<file path="src/rtl/fd_queue_if.sv">
// Fetch->Decode instruction-buffer bus: Fetch-side inputs and Decode-side outputs.
// The slave modport is the queue itself; master is the pipeline/bench side.
interface fd_queue_if #(
  parameter int AW = 1
);
  logic [31:0] instr_f;
  logic [31:0] pc_f;
  logic [31:0] pcplus4_f;
  logic        valid_f;
  logic        stall_d;
  logic        flush;
  logic [31:0] instr_d;
  logic [31:0] pc_d;
  logic [31:0] pcplus4_d;
  logic        valid_d;
  logic        stop_f;
  logic [AW:0] count;

  modport slave (
    input  instr_f, pc_f, pcplus4_f, valid_f, stall_d, flush,
    output instr_d, pc_d, pcplus4_d, valid_d, stop_f, count
  );

  modport master (
    output instr_f, pc_f, pcplus4_f, valid_f, stall_d, flush,
    input  instr_d, pc_d, pcplus4_d, valid_d, stop_f, count
  );
endinterface

</file>
<file path="src/rtl/fd_queue.sv">
// fd_queue: circular instruction FIFO between Fetch and Decode with flush and backpressure.
// Optional macro FD_BYPASS_EN: an empty queue passes Fetch's instruction straight to Decode.
module fd_queue #(
  parameter int DEPTH = 2,
  parameter int AW    = 1
) (
  input logic       clk,
  input logic       reset,
  fd_queue_if.slave bus
);
  localparam logic [AW:0] FullCount = (AW+1)'(DEPTH);

  logic [31:0]   instrMem_q   [DEPTH];
  logic [31:0]   pcMem_q      [DEPTH];
  logic [31:0]   pcplus4Mem_q [DEPTH];
  logic [AW-1:0] wrPtr_q, wrPtr_d;
  logic [AW-1:0] rdPtr_q, rdPtr_d;
  logic [AW:0]   count_q, count_d;
  logic          empty, full, bypass, pop, push;

  assign empty = (count_q == '0);
  assign full  = (count_q == FullCount);

`ifdef FD_BYPASS_EN
  assign bypass = empty && bus.valid_f && !bus.stall_d && !bus.flush;
`else
  assign bypass = 1'b0;
`endif

  // A bypassed instruction is consumed directly, so it is neither pushed nor popped.
  assign pop  = !empty && !bus.stall_d && !bus.flush;
  assign push = bus.valid_f && !bus.flush && (!full || pop) && !bypass;

  always_comb begin
    wrPtr_d = wrPtr_q;
    rdPtr_d = rdPtr_q;
    count_d = count_q;
    if (bus.flush) begin
      wrPtr_d = '0;
      rdPtr_d = '0;
      count_d = '0;
    end else begin
      if (push) wrPtr_d = wrPtr_q + 1'b1;
      if (pop)  rdPtr_d = rdPtr_q + 1'b1;
      case ({push, pop})
        2'b10:   count_d = count_q + 1'b1;
        2'b01:   count_d = count_q - 1'b1;
        default: count_d = count_q;
      endcase
    end
  end

  always_ff @(posedge clk) begin
    if (!reset) begin
      wrPtr_q <= '0;
      rdPtr_q <= '0;
      count_q <= '0;
    end else begin
      wrPtr_q <= wrPtr_d;
      rdPtr_q <= rdPtr_d;
      count_q <= count_d;
    end
  end

  always_ff @(posedge clk) begin
    if (!reset) begin
      for (int i = 0; i < DEPTH; i++) begin
        instrMem_q[i]   <= '0;
        pcMem_q[i]      <= '0;
        pcplus4Mem_q[i] <= '0;
      end
    end else if (push) begin
      instrMem_q[wrPtr_q]   <= bus.instr_f;
      pcMem_q[wrPtr_q]      <= bus.pc_f;
      pcplus4Mem_q[wrPtr_q] <= bus.pcplus4_f;
    end
  end

  // Empty queue presents an all-zero nop bubble unless the bypass path is active.
  always_comb begin
    bus.instr_d   = '0;
    bus.pc_d      = '0;
    bus.pcplus4_d = '0;
    bus.valid_d   = !empty || bypass;
    if (!empty) begin
      bus.instr_d   = instrMem_q[rdPtr_q];
      bus.pc_d      = pcMem_q[rdPtr_q];
      bus.pcplus4_d = pcplus4Mem_q[rdPtr_q];
    end else if (bypass) begin
      bus.instr_d   = bus.instr_f;
      bus.pc_d      = bus.pc_f;
      bus.pcplus4_d = bus.pcplus4_f;
    end
  end

  assign bus.stop_f = full && !pop;
  assign bus.count  = count_q;

endmodule

</file>
<file path="src/flat_wrapper.sv">
// flat-port wrapper written by rule: the top's interface ports become plain ports
module fd_queue_flat 
#(
  parameter int DEPTH = 2,
  parameter int AW    = 1
)
  (clk, reset, bus_instr_f, bus_pc_f, bus_pcplus4_f, bus_valid_f, bus_stall_d, bus_flush, bus_instr_d, bus_pc_d, bus_pcplus4_d, bus_valid_d, bus_stop_f, bus_count);
  fd_queue_if #(.AW(AW)) bus_i ();
  input logic clk;
  input logic reset;
  input wire logic [$bits(bus_i.instr_f)-1:0] bus_instr_f;
  input wire logic [$bits(bus_i.pc_f)-1:0] bus_pc_f;
  input wire logic [$bits(bus_i.pcplus4_f)-1:0] bus_pcplus4_f;
  input wire logic [$bits(bus_i.valid_f)-1:0] bus_valid_f;
  input wire logic [$bits(bus_i.stall_d)-1:0] bus_stall_d;
  input wire logic [$bits(bus_i.flush)-1:0] bus_flush;
  output wire logic [$bits(bus_i.instr_d)-1:0] bus_instr_d;
  output wire logic [$bits(bus_i.pc_d)-1:0] bus_pc_d;
  output wire logic [$bits(bus_i.pcplus4_d)-1:0] bus_pcplus4_d;
  output wire logic [$bits(bus_i.valid_d)-1:0] bus_valid_d;
  output wire logic [$bits(bus_i.stop_f)-1:0] bus_stop_f;
  output wire logic [$bits(bus_i.count)-1:0] bus_count;
  assign bus_i.instr_f = bus_instr_f;
  assign bus_i.pc_f = bus_pc_f;
  assign bus_i.pcplus4_f = bus_pcplus4_f;
  assign bus_i.valid_f = bus_valid_f;
  assign bus_i.stall_d = bus_stall_d;
  assign bus_i.flush = bus_flush;
  assign bus_instr_d = bus_i.instr_d;
  assign bus_pc_d = bus_i.pc_d;
  assign bus_pcplus4_d = bus_i.pcplus4_d;
  assign bus_valid_d = bus_i.valid_d;
  assign bus_stop_f = bus_i.stop_f;
  assign bus_count = bus_i.count;
  fd_queue #(.DEPTH(DEPTH), .AW(AW)) u_core (.clk(clk), .reset(reset), .bus(bus_i));
endmodule
</file>
<file path="config.mk">
export PLATFORM = sky130hd
export DESIGN_NAME = fd_queue_flat
export DESIGN_NICKNAME = d
export VERILOG_FILES = /design/src/rtl/fd_queue_if.sv /design/src/rtl/fd_queue.sv /design/src/flat_wrapper.sv
export SDC_FILE = /design/constraint.sdc
export NUM_CORES = 1
export LEC_CHECK = 0
export CAP_MARGIN = 20
export CORE_ASPECT_RATIO = 0.75
export CORE_MARGIN = 4
export CORE_UTILIZATION = 50
export DETAILED_ROUTE_END_ITERATION = 10
export PLACE_DENSITY = 0.8
export SLEW_MARGIN = 20
export SYNTH_ARGS = -nofsm -noshare
export SYNTH_HDL_FRONTEND = slang
export SYNTH_SLANG_ARGS = --single-unit
</file>
<file path="constraint.sdc">
create_clock -name clk -period 6.1 [get_ports clk]
set_input_delay 1.525 -clock clk [delete_from_list [all_inputs] [get_ports clk]]
set_output_delay 1.525 -clock clk [all_outputs]
set_load 0.02 [all_outputs]
</file>
==> results.cfg, run 1 <==
[yosys]
syn_nets = 860
ys_ff_latch = 197
synth_cell_type_count = 27
syn_inst = 759
seq_area_frac_synth_pct = 66.9
netlist_area_um2 = 8760
yosysWarnings = 0
avgSynthCellArea_um2 = 11.5

[route]
first_iter_violations = 523
first_pass_iters = 5
antenna_left = 0
wl_per_cell_um = 17.0
vias = 6087
drc = 0
routed_wl_mm = 20.1
viasPerCell = 5.15

[setup_path]
crit_family = buffers and inverters
max_stage_delay_ps = 620
reg2regPathDepth = 4
crit_type = input pin to output port
critPathBufInv = 2
critPathSlowestCell = clkdlybuf4s50_1
path_max_fanout = 8
reg2reg_to = u_core.pcplus4Mem_q[0][1]$_SDFFCE_PN0P_
critPathArrivalTime_ps = 2960
cp-end-kind = output port
cp.required_ps = 4580
cpMostUsedCell = clkdlybuf4s50_1
rrSetupSlack_ps = 3670
start_kind = input pin
worstPathCellList = clkdlybuf4s50_1 > o211a_1 > clkdlybuf4s50_1
reg2reg_from = u_core.bus.count[0]$_SDFFE_PP0P_

[place]
pre_cts_ws_ps = 1610
port_buffers = 200
hpwl_mm = 11.9
gp_congestion = 0.722
dp.cells = 1151
placed_cell_area_um2 = 10900

[flow_run]
max_cap_viol_count = 0

[clock_network]
clock_latency_ps = 430
hold_buffers = 0
cts_tree = done
htree_levels = 4
ctsResizeCount = 0
post-cts-setup-buffers = 0
cts_buffers = 17
cts.sinks = 197
cts_root_buf = clkbuf_16
clockBufferDepth = 2
clkTransAtPathRegs_ps = 60

[sta]
drv_slew = 0
setup_violations = 0
max_freq_mhz = 223
fin_crit_sh_pct = 73.5
fin_crit_ps = 4480
tightest_slew_ps = 1130
worst_slack_ps = 1620
final.setup.tns_ps = 0
rsz0062_at_grt = false
final.setup_skew_ps = 6.27
slew_headroom_pct = 24.9
hold_viol = 0

[hold_path]
hold_path.startpoint = u_core.rdPtr_q$_SDFFE_PP0P_
worstHoldPathType = flop to flop
hold_depth = 2

[global_routing]
globalRouteOverflowTotal = 0
grt_pass1_wl_mm = 31.2
grt_pass1_vias = 6092
grt_usage_pct = 20.3
antenna_found_initial = 0
grt_start_max_net_pins = 97

[final_layout]
area_growth_pct = 30.7
fin_area_um2 = 11500
ff_latch_area_um2 = 5870
fillers = 1286
fin_nets = 1035
multiInputGateArea_um2 = 2610
diodes = 0
drive_gt1_share_pct = 4.86
instances_no_fill = 1183

[pwr]
power.leakage_nw = 3.91
ir_drop_v = 0.000169
power.density_nw_per_um2 = 260

[outcome]
outcome = completed

[floorplan]
start_util_pct = 51.4
io_pins = 201
chipHeight_um = 123
core_um2 = 17000
dieArea_um2 = 19700
std_cell_rows = 41
die_x_um = 161
state kept, by name, summed over array words and instances, names as in the netlist, named ones only:
register             flops
u_core.pcMem_q          64
u_core.rdPtr_q           1
u_core.pcplus4Mem_q     64
u_core.wrPtr_q           1
u_core.instrMem_q       64
u_core.bus.count         2
metrics by stage:
step	total power [mW]	hold slack, ps	util, %
floorplan	1.76	480	-
global route	3.08	561	67.2
detailed placement	1.90	512	63.8
finish	2.98	540	67.2
CTS	2.99	536	67.2
global placement	1.90	486	63.8
power by group:
part | internal (mW) | switching (mW) | total [mW]
clock | 0.609 | 0.496 | 1.11
combinational | 0.129 | 0.164 | 0.294
sequential | 1.56 | 0.0216 | 1.58
total | 2.30 | 0.682 | 2.98
worst max-delay path by stage:
stage                      from                                     to  slack [ps]  cells past startpoint
finish              bus_stall_d                             bus_stop_f        1620                      3
global route        bus_stall_d                             bus_stop_f        1580                      3
detailed placement  bus_stall_d                             bus_stop_f        1610                      3
global placement    bus_stall_d                             bus_stop_f        1630                      3
CTS                 bus_stall_d                             bus_stop_f        1610                      3
floorplan           bus_stall_d  u_core.instrMem_q[0][0]$_SDFFCE_PN0P_        1350                      6
tightest hold or removal path, cell delays in order, from the launching register on:
cell and delay [ps]:
dfxtp_1 310, o21ai_0 110, a21oi_1 80
cell usage in the layout, fill, tap and decap left out, types with 2 or more instances in the layout:
| cell type | count |
|---|---|
| nor2_1 | 289 |
| clkdlybuf4s50_1 | 199 |
| edfxtp_1 | 192 |
| nand2_1 | 97 |
| mux2i_1 | 96 |
| clkbuf_16 | 17 |
| buf_4 | 10 |
| clkinvlp_4 | 5 |
| a21oi_1 | 4 |
| dfxtp_1 | 4 |
| inv_1 | 3 |
| o21ai_0 | 3 |
| inv_8 | 3 |
| clkinv_1 | 3 |
| nand2_4 | 2 |
| bufinv_16 | 2 |
cell usage after synthesis:
cell type	instances	area share [%]
a2111oi_0	1	0.10
a211o_1	1	0.10
a21o_1	1	0.086
a21oi_1	4	0.23
and4_1	1	0.10
buf_2	26	1.5
buf_4	8	0.69
buf_6	4	0.51
clkbuf_1	15	0.64
clkbuf_2	1	0.057
dfxtp_1	5	1.1
edfxtp_1	192	66
inv_1	3	0.13
mux2i_1	96	11
nand2_1	99	4.2
nand2b_1	1	0.071
nand3_1	1	0.057
nand3_4	1	0.20
nand3b_2	1	0.13
nand4b_4	1	0.27
nor2_1	289	12
nor2_2	1	0.071
nor3b_1	1	0.086
o211a_1	1	0.11
o21ai_0	3	0.17
or3_1	1	0.071
xnor2_1	1	0.10
layer usage:
metal / global-route usage (%) / routed length, um
met1: 26.5 / 8730
met2: 34.5 / 9820
met3: 5.24 / 1290
met4: 5.33 / 260
met5: 0 / 0
kinds of logic (layout without fill, tap and decap cells):
kind of cell / Yosys count / count (layout) / synth area share [%]
AO/OA/AOI/OAI: 11 / 11 / 0.800
XOR/XNOR: 1 / 1 / 0.100
buffers and inverters: 57 / 245 / 3.51
flip-flops: 197 / 197 / 66.9
multiplexers: 96 / 96 / 11.0
AND/OR/NAND/NOR: 397 / 397 / 17.7
cell type report:
cell class,instances,area share [%]
Multi-Input combinational cell,505,22.8
Timing Repair Buffer,210,18.2
Inverter,3,0.0983
Clock inverter,14,1.32
Sequential cell,197,51.3
Clock buffer,18,3.75
Tap cell,236,2.58
Note: power is estimated with default switching activity, not from simulation.
==> run 2, diff against run 1 <==
CORE_UTILIZATION = 46   (was 50)
PLACE_DENSITY = 0.77   (was 0.8)
clock period = 3.9 ns   (was 6.1 ns; I/O delays follow)
==> results.cfg, run 2 (same netlist as run 1, synthesis figures left out) <==
[global_routing]
globalRouteOverflowTotal = 0
antenna_found_initial = 0
grt_pass1_wl_mm = 32.1
grt_pass1_vias = 6083
grt_usage_pct = 19.0
grt_start_max_net_pins = 97

[route]
vias = 6119
antenna_left = 0
first_iter_violations = 461
wl_per_cell_um = 16.9
viasPerCell = 5.12
first_pass_iters = 5
routed_wl_mm = 20.2
drc = 0

[sta]
tightest_slew_ps = 802
max_freq_mhz = 295
final.setup_skew_ps = 11.6
slew_headroom_pct = 46.6
setup_violations = 0
hold_viol = 0
whs_ps = 521
rsz0062_at_grt = false
fin_crit_ps = 3390
worst_slack_ps = 509
drv_slew = 0
fin_crit_sh_pct = 86.9
final.setup.tns_ps = 0

[final_layout]
drive_gt1_share_pct = 4.96
diodes = 0
reg_top3 = u_core.instrMem_q: 64 flops, u_core.pcMem_q: 64 flops, u_core.pcplus4Mem_q: 64 flops
layout_common_cells = 289 x nor2_1, 199 x clkdlybuf4s50_1, 192 x edfxtp_1, 97 x nand2_1, 96 x mux2i_1
area_growth_pct = 31.8
final_core_util_pct = 62.0
fin_nets = 1035
layout_commonest_cell = nor2_1

[clock_network]
clock_latency_ps = 420
cts_tree = done
htree_levels = 4
clockBufferDepth = 2
cts_buffers = 17
clkTransAtPathRegs_ps = 60
hold_buffers = 0
post-cts-setup-buffers = 0
cts.sinks = 197
ctsResizeCount = 0
cts_root_buf = clkbuf_16

[hold_path]
worstHoldPathType = flop to flop
hold_path.startpoint = u_core.rdPtr_q$_SDFFE_PP0P_
hold_depth = 2

[place]
hpwl_mm = 11.7
gp_congestion = 0.759
pre_cts_ws_ps = 504
port_buffers = 200

[pwr]
power.density_nw_per_um2 = 409
ir_drop_v = 0.000215
power.leakage_nw = 3.95
pwr-share-clk_pct = 37.8
sw_frac_of_total_pct = 22.5
comb_power_share_pct = 10.0
p_seq_share_pct = 52.3
p_int_mw = 3.66
p_sw_mw = 1.06
power.total_mw = 4.72

[floorplan]
die_x_um = 167
io_pins = 201
chipHeight_um = 128
core_um2 = 18600
std_cell_rows = 43
start_util_pct = 47.1
dieArea_um2 = 21300

[setup_path]
start_kind = flop
cp.required_ps = 2920
reg2regPathDepth = 4
critPathArrivalTime_ps = 2420
path_max_fanout = 26
cp-end-kind = output port
reg2reg_from = u_core.bus.count[0]$_SDFFE_PP0P_
crit_type = flop to output port

[outcome]
outcome = completed

[flow_run]
max_cap_viol_count = 0
[run 2: cell types whose count changed in the layout (fill, tap and decap cells not counted)]
cell | before | now
buf_12 | 1 | 6
buf_4 | 10 | 5
inv_6 | 1 | 5
inv_8 | 3 | 0
clkinvlp_4 | 5 | 3
bufinv_16 | 2 | 3
clkinv_1 | 3 | 2
clkinv_2 | 0 | 1
[run 2: final timing paths]
check                                       endpoint  slack (ps)
setup reg to reg  u_core.pcMem_q[1][7]$_SDFFCE_PN0P_        2050
setup / recovery                     bus_instr_d[20]         510
hold / removal                                  flop         520
hold reg to reg                                 flop         520
[run 2: power groups by stage]
stage | clock (mW) | sequential, mW | combinational, mW
floorplan | 0 | 2.51 | 0.243
global placement | 0 | 2.51 | 0.470
detailed placement | 0 | 2.51 | 0.473
CTS | 1.82 | 2.47 | 0.477
global route | 1.91 | 2.48 | 0.511
finish | 1.78 | 2.47 | 0.471
[run 2: layout make-up]
class	instances	area, um2
clock inverters	14	169
fillers	1477	7070
flip-flops and latches	197	5870
multi-input cells	505	2610
repair buffers	210	2150
well taps	247	309
clock buffers	18	429
inverters	3	11.3
[run 2: worst max-delay path: stages (launching register included)]
cell and delay, ps:
dfxtp_4 520, buf_4 470, mux2i_1 150, nor2_1 200, clkdlybuf4s50_1 640
[run 2: through the flow]
stage / area [um2] / instances
floorplan: 8770 / 759
global route: 11500 / 1194
global placement: 10900 / 1162
CTS: 11500 / 1194
detailed placement: 10900 / 1162
finish: 11500 / 1194
[run 2: per-layer routing]
layer	track usage (%)	vias up	share of wire [%]
li1	-	2918	-
met1	26.3	2939	44
met2	29.7	246	46
met3	5.78	16	8.4
met4	4.82	0	1.0
met5	0	-	0
==> run 3, diff against run 2 <==
CAP_MARGIN = unset   (was 20)
==> results of run 3 <==
Same layout as run 2: the final DEF is identical, and so are final timing and power.
